**src/rtl/coletor_resultados.sv**
```systemverilog
`default_nettype none
// ============================================================================
// Module   : coletor_resultados
// Purpose  : Result collector placed after the 3-operand signed accumulator.
//            Captures one {overflow, soma} pair on every rising edge of the
//            accumulator's pronto flag. It buffers the pairs in a small
//            first-word-fall-through FIFO and presents them on a valid/ready
//            interface. It also keeps saturating overflow and lost-result
//            statistics.
// Ports    : clk, reset        - clock, asynchronous active-high reset
//            pronto_in         - accumulator done flag (rising edge = new result)
//            soma_in           - accumulator result, sampled on the capture cycle
//            overflow_in       - accumulator overflow flag, sampled with soma_in
//            res_valid/ready   - head-of-FIFO handshake
//            res_soma, res_ovf - head result and its overflow flag
//            nivel             - FIFO occupancy (0..DEPTH)
//            ovf_cnt           - accepted results that had overflow (saturating)
//            perdidos          - results dropped on a full FIFO (saturating)
//            clr_stats         - synchronous clear of both statistics counters
// Options  : COLETOR_SATURA_EN - when defined, overflowed results are clamped
//            to the most positive / most negative value before storage.
// Revision : 1.0 - initial release
// ============================================================================
module coletor_resultados #(
  parameter int WIDTH = 6,
  parameter int DEPTH = 4,
  parameter int CNT_W = 8
) (
  input  logic                     clk,
  input  logic                     reset,
  input  logic                     pronto_in,
  input  logic [WIDTH-1:0]         soma_in,
  input  logic                     overflow_in,
  output logic                     res_valid,
  input  logic                     res_ready,
  output logic [WIDTH-1:0]         res_soma,
  output logic                     res_ovf,
  output logic [$clog2(DEPTH):0]   nivel,
  output logic [CNT_W-1:0]         ovf_cnt,
  output logic [CNT_W-1:0]         perdidos,
  input  logic                     clr_stats
);

  localparam int PTR_W = $clog2(DEPTH);
  localparam int NIV_W = PTR_W + 1;

  localparam logic [PTR_W-1:0] c_PTR_ONE    = {{(PTR_W-1){1'b0}}, 1'b1};
  localparam logic [NIV_W-1:0] c_NIV_ONE    = {{(NIV_W-1){1'b0}}, 1'b1};
  localparam logic [NIV_W-1:0] c_NIV_FULL   = NIV_W'(DEPTH);
  localparam logic [CNT_W-1:0] c_CNT_ONE    = {{(CNT_W-1){1'b0}}, 1'b1};
  localparam logic [WIDTH-1:0] c_SOMA_MAX   = {1'b0, {(WIDTH-1){1'b1}}};
  localparam logic [WIDTH-1:0] c_SOMA_MIN   = {1'b1, {(WIDTH-1){1'b0}}};

  // --------------------------------------------------------------------------
  // State
  // --------------------------------------------------------------------------
  logic                 r_pronto_d;
  logic [PTR_W-1:0]     r_wr_ptr;
  logic [PTR_W-1:0]     r_rd_ptr;
  logic [NIV_W-1:0]     r_nivel;
  logic [CNT_W-1:0]     r_ovf_cnt;
  logic [CNT_W-1:0]     r_perdidos;
  logic [WIDTH:0]       r_mem [DEPTH];

  // --------------------------------------------------------------------------
  // Control
  // --------------------------------------------------------------------------
  logic                 w_cap;
  logic                 w_valid;
  logic                 w_full;
  logic                 w_pop;
  logic                 w_push;
  logic                 w_drop;
  logic [WIDTH-1:0]     w_dado;
  logic [WIDTH:0]       w_head;

  // pronto_d resets to 1 so that an accumulator idling with pronto high
  // after reset is not mistaken for a fresh result.
  assign w_cap   = pronto_in & ~r_pronto_d;
  assign w_valid = (r_nivel != '0);
  assign w_full  = (r_nivel == c_NIV_FULL);
  assign w_pop   = w_valid & res_ready;
  // A full FIFO still accepts the new result when the head leaves in the
  // same cycle; otherwise the result is lost.
  assign w_push  = w_cap & (~w_full | w_pop);
  assign w_drop  = w_cap & w_full & ~w_pop;

`ifdef COLETOR_SATURA_EN
  // The wrapped sum has the opposite sign of the true result: a set MSB
  // with overflow means the true value was too positive, and vice versa.
  always_comb begin
    w_dado = soma_in;
    if (overflow_in) begin
      w_dado = soma_in[WIDTH-1] ? c_SOMA_MAX : c_SOMA_MIN;
    end
  end
`else
  assign w_dado = soma_in;
`endif

  // --------------------------------------------------------------------------
  // Edge detector, pointers and occupancy
  // --------------------------------------------------------------------------
  always_ff @(posedge clk or posedge reset) begin
    if (reset) begin
      r_pronto_d <= 1'b1;
      r_wr_ptr   <= '0;
      r_rd_ptr   <= '0;
      r_nivel    <= '0;
    end else begin
      r_pronto_d <= pronto_in;
      if (w_push) begin
        r_wr_ptr <= r_wr_ptr + c_PTR_ONE;
      end
      if (w_pop) begin
        r_rd_ptr <= r_rd_ptr + c_PTR_ONE;
      end
      case ({w_push, w_pop})
        2'b10:   r_nivel <= r_nivel + c_NIV_ONE;
        2'b01:   r_nivel <= r_nivel - c_NIV_ONE;
        default: r_nivel <= r_nivel;
      endcase
    end
  end

  // Storage needs no reset: an entry is only visible through the head once
  // the occupancy says it was written.
  always_ff @(posedge clk) begin
    if (w_push) begin
      r_mem[r_wr_ptr] <= {overflow_in, w_dado};
    end
  end

  // --------------------------------------------------------------------------
  // Statistics (clear wins over any increment in the same cycle)
  // --------------------------------------------------------------------------
  always_ff @(posedge clk or posedge reset) begin
    if (reset) begin
      r_ovf_cnt  <= '0;
      r_perdidos <= '0;
    end else if (clr_stats) begin
      r_ovf_cnt  <= '0;
      r_perdidos <= '0;
    end else begin
      if (w_push && overflow_in && !(&r_ovf_cnt)) begin
        r_ovf_cnt <= r_ovf_cnt + c_CNT_ONE;
      end
      if (w_drop && !(&r_perdidos)) begin
        r_perdidos <= r_perdidos + c_CNT_ONE;
      end
    end
  end

  // --------------------------------------------------------------------------
  // Outputs: head is forced to zero while empty so the reset values hold
  // without having to clear the storage array.
  // --------------------------------------------------------------------------
  assign w_head    = w_valid ? r_mem[r_rd_ptr] : '0;
  assign res_valid = w_valid;
  assign res_soma  = w_head[WIDTH-1:0];
  assign res_ovf   = w_head[WIDTH];
  assign nivel     = r_nivel;
  assign ovf_cnt   = r_ovf_cnt;
  assign perdidos  = r_perdidos;

endmodule
`default_nettype wire

```
**config.mk**
```make
export PLATFORM = sky130hd
export DESIGN_NAME = coletor_resultados
export DESIGN_NICKNAME = d
export VERILOG_FILES = /design/src/rtl/coletor_resultados.sv
export SDC_FILE = /design/constraint.sdc
export NUM_CORES = 1
export LEC_CHECK = 0
export CAP_MARGIN = 30
export CORE_ASPECT_RATIO = 0.75
export CORE_MARGIN = 2
export CORE_UTILIZATION = 57
export DETAILED_ROUTE_END_ITERATION = 10
export GPL_TIMING_DRIVEN = 0
export HOLD_SLACK_MARGIN = 0.03
export PLACE_DENSITY = 0.84
export SYNTH_ARGS = -nofsm -noshare
export SYNTH_HDL_FRONTEND = slang
export SYNTH_SLANG_ARGS = --single-unit
```
**constraint.sdc**
```tcl
create_clock -name clk -period 4 [get_ports clk]
set_input_delay 0.6 -clock clk [delete_from_list [all_inputs] [get_ports clk]]
set_output_delay 0.6 -clock clk [all_outputs]
set_load 0.05 [all_outputs]
```
Word level (Yosys, flattened, before mapping)

Memory sizes are Yosys's and may differ from the RTL's.
Index checks and enable logic that the tools add are counted.

Multiplexer cells: 8
$add $sub $neg: 6
Equal/unequal tests: 3
Bitwise operators: 9
Reductions and logical operators: 11

Operator list:

| operator            | count |
|---|---|
| $mux 8              | 4 |
| $add 8x1->8 const B | 2 |
| $reduce_and 8->1    | 2 |
| $mux 7              | 1 |
| $pmux 3 s2          | 1 |
| $reduce_bool 2->1   | 3 |
| $and 1x1->1         | 5 |
| $add 2x1->2 const B | 2 |
| $add 3x1->3 const B | 1 |
| $eq 3x3->1 const B  | 1 |
| $logic_and 1x1->1   | 3 |
| $not 1->1           | 3 |
| $reduce_bool 3->1   | 1 |
| $sub 3x1->3 const B | 1 |
| $eq 2x1->1 const B  | 1 |
| $eq 2x2->1 const B  | 1 |
| $logic_not 1->1     | 2 |
| $mux 1              | 2 |
| $or 1x1->1          | 1 |

Logic and storage cells: 44
Input port bits: 12
Output and inout bits: 27
Memories: 1
Register bits after elaboration: 24
RAM bits: 28

Memory list:

| name  | depth | bits a word | read ports | clocked after memory_dff | wr ports | line | text |
|---|---|---|---|---|---|---|---|
| r_mem | 4     | 7           | 1          | 0                        | 1        | 63   | `logic [WIDTH:0] r_mem [DEPTH];` |

Longest topological paths before layout

Depth in word-level cells: 8
Mapped depth: 8
Mapped depth without buffers: 6

Worst setup path after synthesis

No wires, ideal clock.

Path kind: register to register
From: reg r_nivel[2], in the netlist nivel[2]
To: reg r_nivel[2], in the netlist nivel[2]
Arrival: 2687 ps
Buffers on the path: 2
Data required time: 3877 ps
Path slack: 1191 ps
Period minus slack after synthesis: 2809 ps
Stages on the path, launching flop included: 9
Setup time: 123 ps
Cell sequence: dfrtp_1 -> buf_4 -> or3_2 -> clkbuf_1 -> nand3_1 -> fa_1 -> nor3_1 -> mux2i_1 -> o221a_2

Word-level cells in the longest chain between the ends: 6
Elaborated cells on any way between the ends: 12
Classes of those cells: 2 x add/sub; 3 x eq/ne; 1 x mux; 4 x bitwise; 2 x reduce/logical

Ends and longest elaborated chain:

| element                                         | line | text |
|---|---|---|
| from (decl)                                     | 60   | `logic [NIV_W-1:0] r_nivel;` |
| from (signal assigned)                          | 119  | `2'b10: r_nivel <= r_nivel + c_NIV_ONE;` |
| from (signal assigned)                          | 120  | `2'b01: r_nivel <= r_nivel - c_NIV_ONE;` |
| from (signal assigned)                          | 121  | `default: r_nivel <= r_nivel;` |
| $reduce_bool 3->1 *                             | 80   | `assign w_valid = (r_nivel != '0);` |
| named net res_valid                             | 34   | `output logic res_valid,` |
| $and 1x1->1 *                                   | 82   | `assign w_pop = w_valid & res_ready;` |
| $or 1x1->1                                      | 85   | `assign w_push = w_cap & (~w_full \| w_pop);` |
| $and 1x1->1                                     | 85   |  |
| $eq 2x1->1 or $eq 2x2->1 (tied branches)        | 118  | `case ({w_push, w_pop})` |
| $pmux 3 s2 or $reduce_bool 2->1 (tied branches) | --   |  |

Mark *: on every way through the listed nets, which the timed path passes. The rest lies on a longest branch.
A chain may end at the register's enable or synchronous reset.

Worst setup path after layout

From: reg r_rd_ptr[0]
To: out res_soma[2]

Word-level cells in the longest chain between the ends: 2

Ends and longest elaborated chain:

| element                | line | text |
|---|---|---|
| from (decl)            | 59   | `logic [PTR_W-1:0] r_rd_ptr;` |
| from (signal assigned) | 116  | `r_rd_ptr <= r_rd_ptr + c_PTR_ONE;` |
| $mem_v2 4x7            | --   |  |
| $mux 7                 | 158  | `assign w_head = w_valid ? r_mem[r_rd_ptr] : '0;` |
| to (decl)              | 36   | `output logic [WIDTH-1:0] res_soma,` |

Every way passes these cells.

==> key figures <==
CTS
  • Clk sinks: 52
  • Worst-skew pair later-pin latency: a little over 300 ps
  • Max Root-Sink Buffers: 2
  • Hold-fix buffers, CTS: 0
  • Worst-path clk slew: roughly 90 ps
  • Postcts setup bufs: 0
  • Post_cts resized: 0
  • CTS tree: built
  • Clk root buf: clkbuf_8
  • CTS H-tree lvls: 2
  • CTS Buf Count: 5

Setup path
  • Setup crit end kind: output pin
  • Worst endpoint data arrival time: approximately 2600 ps
  • Critical Path Start Type: flop
  • R2R cell count: 4
  • Crit Path Max Fanout: 9
  • Critical path required time: between 3000 and 4000 ps
  • Worst setup path class: reg2out

STA
  • Setup TNS: 0 ps
  • Final setup fails: 0
  • Final Max Slew Viols: 0
  • Clock skew: approximately 7 ps
  • Unrepaired setup endpoints after global routing: no
  • Fin Hold WS: 590 ps
  • Post-route clock period utilization: 81.1%
  • Fin. Hold Viols: 0
  • Worst Max-Slew Pin Slew: 945 ps
  • Slew HR: 36.9%
  • Peak Freq: about 310 MHz
  • Minimum clock period: about 3200 ps

Synthesis
  • Net Count, Synth: about 210
  • Synth Warn #: 0
  • Distinct cell type count after synthesis: 44
  • Gate Count Post-Synth: 195
  • Synth Register Bits: 52
  • Main flop type after synthesis: edfxtp_1
  • Post-Syn Area per Cell: 12.7 µm²
  • Register area share after synthesis: 58.3%
  • Mapped Area: 2470 µm²
  • Count of flip-flops with a built-in enable after synthesis: 28
  • Asr flop ratio synth: 46.2%

Final layout
  • Layout cells sized above 1: 11.7%
  • Commonest cells after routing, fill and taps aside: 37 x clkdlybuf4s50_1, 28 x edfxtp_1, 23 x dfrtp_1, 11 x nand3_1
  • Final Core Density: 73.1%
  • Final non-filler cell total: 295
  • Area Overhead vs Synth: 21.2%
  • Fill count: 280
  • Final #Nets: 258
  • Most common cell after layout, fill and taps aside: clkdlybuf4s50_1
  • Antenna Cells: 0

Hold path
  • Worst hold stages: 2
  • Worst Hold Class: reg2reg

Global route
  • Grt ovf: 0
  • Largest net degree at the start of global routing: 25
  • Initial antenna violation count: 0
  • Vias in the first global route: approximately 1,700
  • Global-route total usage across every layer: 22.1%
  • First-pass GRT wire length: 7860 µm

Floorplanning
  • Die ar.: 4890 µm²
  • Starting Density: roughly three fifths
  • Die width: roughly 80 µm
  • I/O pins: 39
  • Die H: 61.1 µm
  • Core Region: 4100 µm²
  • Row count: 20

Power
  • Worst ir drop on vdd: 390 µV
  • Leak: 1.10 nW
  • Pwr/cell area: 598 nW/µm²

Run status
  • Status: complete, no violations

Placed design
  • # port buffers: 37
  • Inst Count DP: 287
  • Gpl congestion: 0.791
  • Hpwl dp: ~3500 µm

Routing
  • Vias: 1,759
  • Number of remaining DRC errors: 0
  • Routed wire per std cell: roughly 17 µm
  • Initial DRC Count: 159
  • Drt total wl: 4940 µm
  • ANT nets after route: 0
  • TritonRoute pass-1 iters: 4
  • Drt via density: 5.96

Flow run
  • Max-cap violations: 0
==> kinds of logic after synthesis <==
family | Yosys count | share of synthesized area, %
AOI/OAI and AO/OA | 30 | 7.74
xor gates and xnor gates | 8 | 2.83
adders and majority gates | 7 | 3.84
buffers and inverters | 19 | 3.08
DFF | 52 | 58.3
muxes | 11 | 8.04
and+or+nand+nor | 68 | 16.2
==> sequential cells by signal, indices dropped and copies added, names as in the netlist <==
register / flops
nivel: 3
ovf_cnt: 8
perdidos: 8
r_mem: 28
r_pronto_d: 1
r_rd_ptr: 2
r_wr_ptr: 2
==> Yosys cell counts, types with 2 or more instances <==
library cell,n,area [µm²]
mux4_2,7,158
buf_1,2,7.51
xor2_1,2,17.5
o31ai_1,5,37.5
mux2i_1,3,30.0
and3_2,5,37.5
nor2_1,10,37.5
or4_1,4,30.0
o2111ai_1,2,17.5
ha_1,6,75.1
nand2b_1,2,12.5
o211ai_1,2,15.0
nand2_1,8,30.0
a21oi_1,10,50.1
inv_1,8,30.0
nor4_1,2,12.5
edfxtp_1,28,841
clkbuf_1,7,26.3
or3_1,5,31.3
nand3_1,11,55.1
o21ai_0,7,35.0
nand4_1,2,12.5
dfrtp_1,23,576
and2_1,7,43.8
nor2b_1,3,18.8
xnor2_1,6,52.6
==> worst max-delay path, cell delays in order (launching register included) <==
cell and delay (ps):
dfrtp_1 340, clkbuf_1 540, mux4_2 600, and2_1 170, clkdlybuf4s50_1 690
==> final cells by class <==
class	instances	area, µm²	share of cell area, %
flip-flops and latches	52	1440	48.1
multi-input cells	124	956	31.9
repair buffers	37	370	12.3
clock buffers	6	72.6	2.42
well taps	55	68.8	2.29
plain buffers	11	46.3	1.54
inverters	8	30.0	1.00
clock inverters	2	12.5	0.417
==> path summary, 6_finish.rpt <==
| kind | to | start | slack [ps] |
|---|---|---|---|
| worst min register to register | perdidos[6] | perdidos[6] | 590 |
| worst max-delay path | res_soma[2] | r_rd_ptr[0] | 760 |
| worst min-delay path | perdidos[6] | perdidos[6] | 590 |
| min in group asynchronous | perdidos[0] | reset | 790 |
| worst max register to register | perdidos[6] | nivel[1] | 1620 |
| max in group asynchronous | r_rd_ptr[1] | reset | 2620 |
==> per-stage QoR <==
step	power, mW	area [µm²]	worst slack, ps
final	1.79	3000	757
after CTS	1.80	3000	708
after detailed placement	1.51	2910	883
after global routing	1.89	3000	621
after global placement	1.49	2910	991
after floorplan	1.28	2470	1190
==> layer usage <==
metal  wire length, µm  share of wire, %  vias up  GRT usage, %
li1                  -                 -      813             -
met1              2230                45      862          31.8
met2              2280                46       76          34.2
met3               352               7.1        8          4.99
met4                68               1.4        0          7.99
met5                 0                 0        -             0
==> report_power, final <==
part | total (mW) | internal [mW] | leakage [nW] | switching (mW)
clock | 0.288 | 0.122 | 0.0412 | 0.166
sequential | 0.677 | 0.636 | 0.571 | 0.0413
combinational | 0.828 | 0.327 | 0.489 | 0.501
total | 1.79 | 1.09 | 1.10 | 0.707
(Power assumes the default switching activity.)
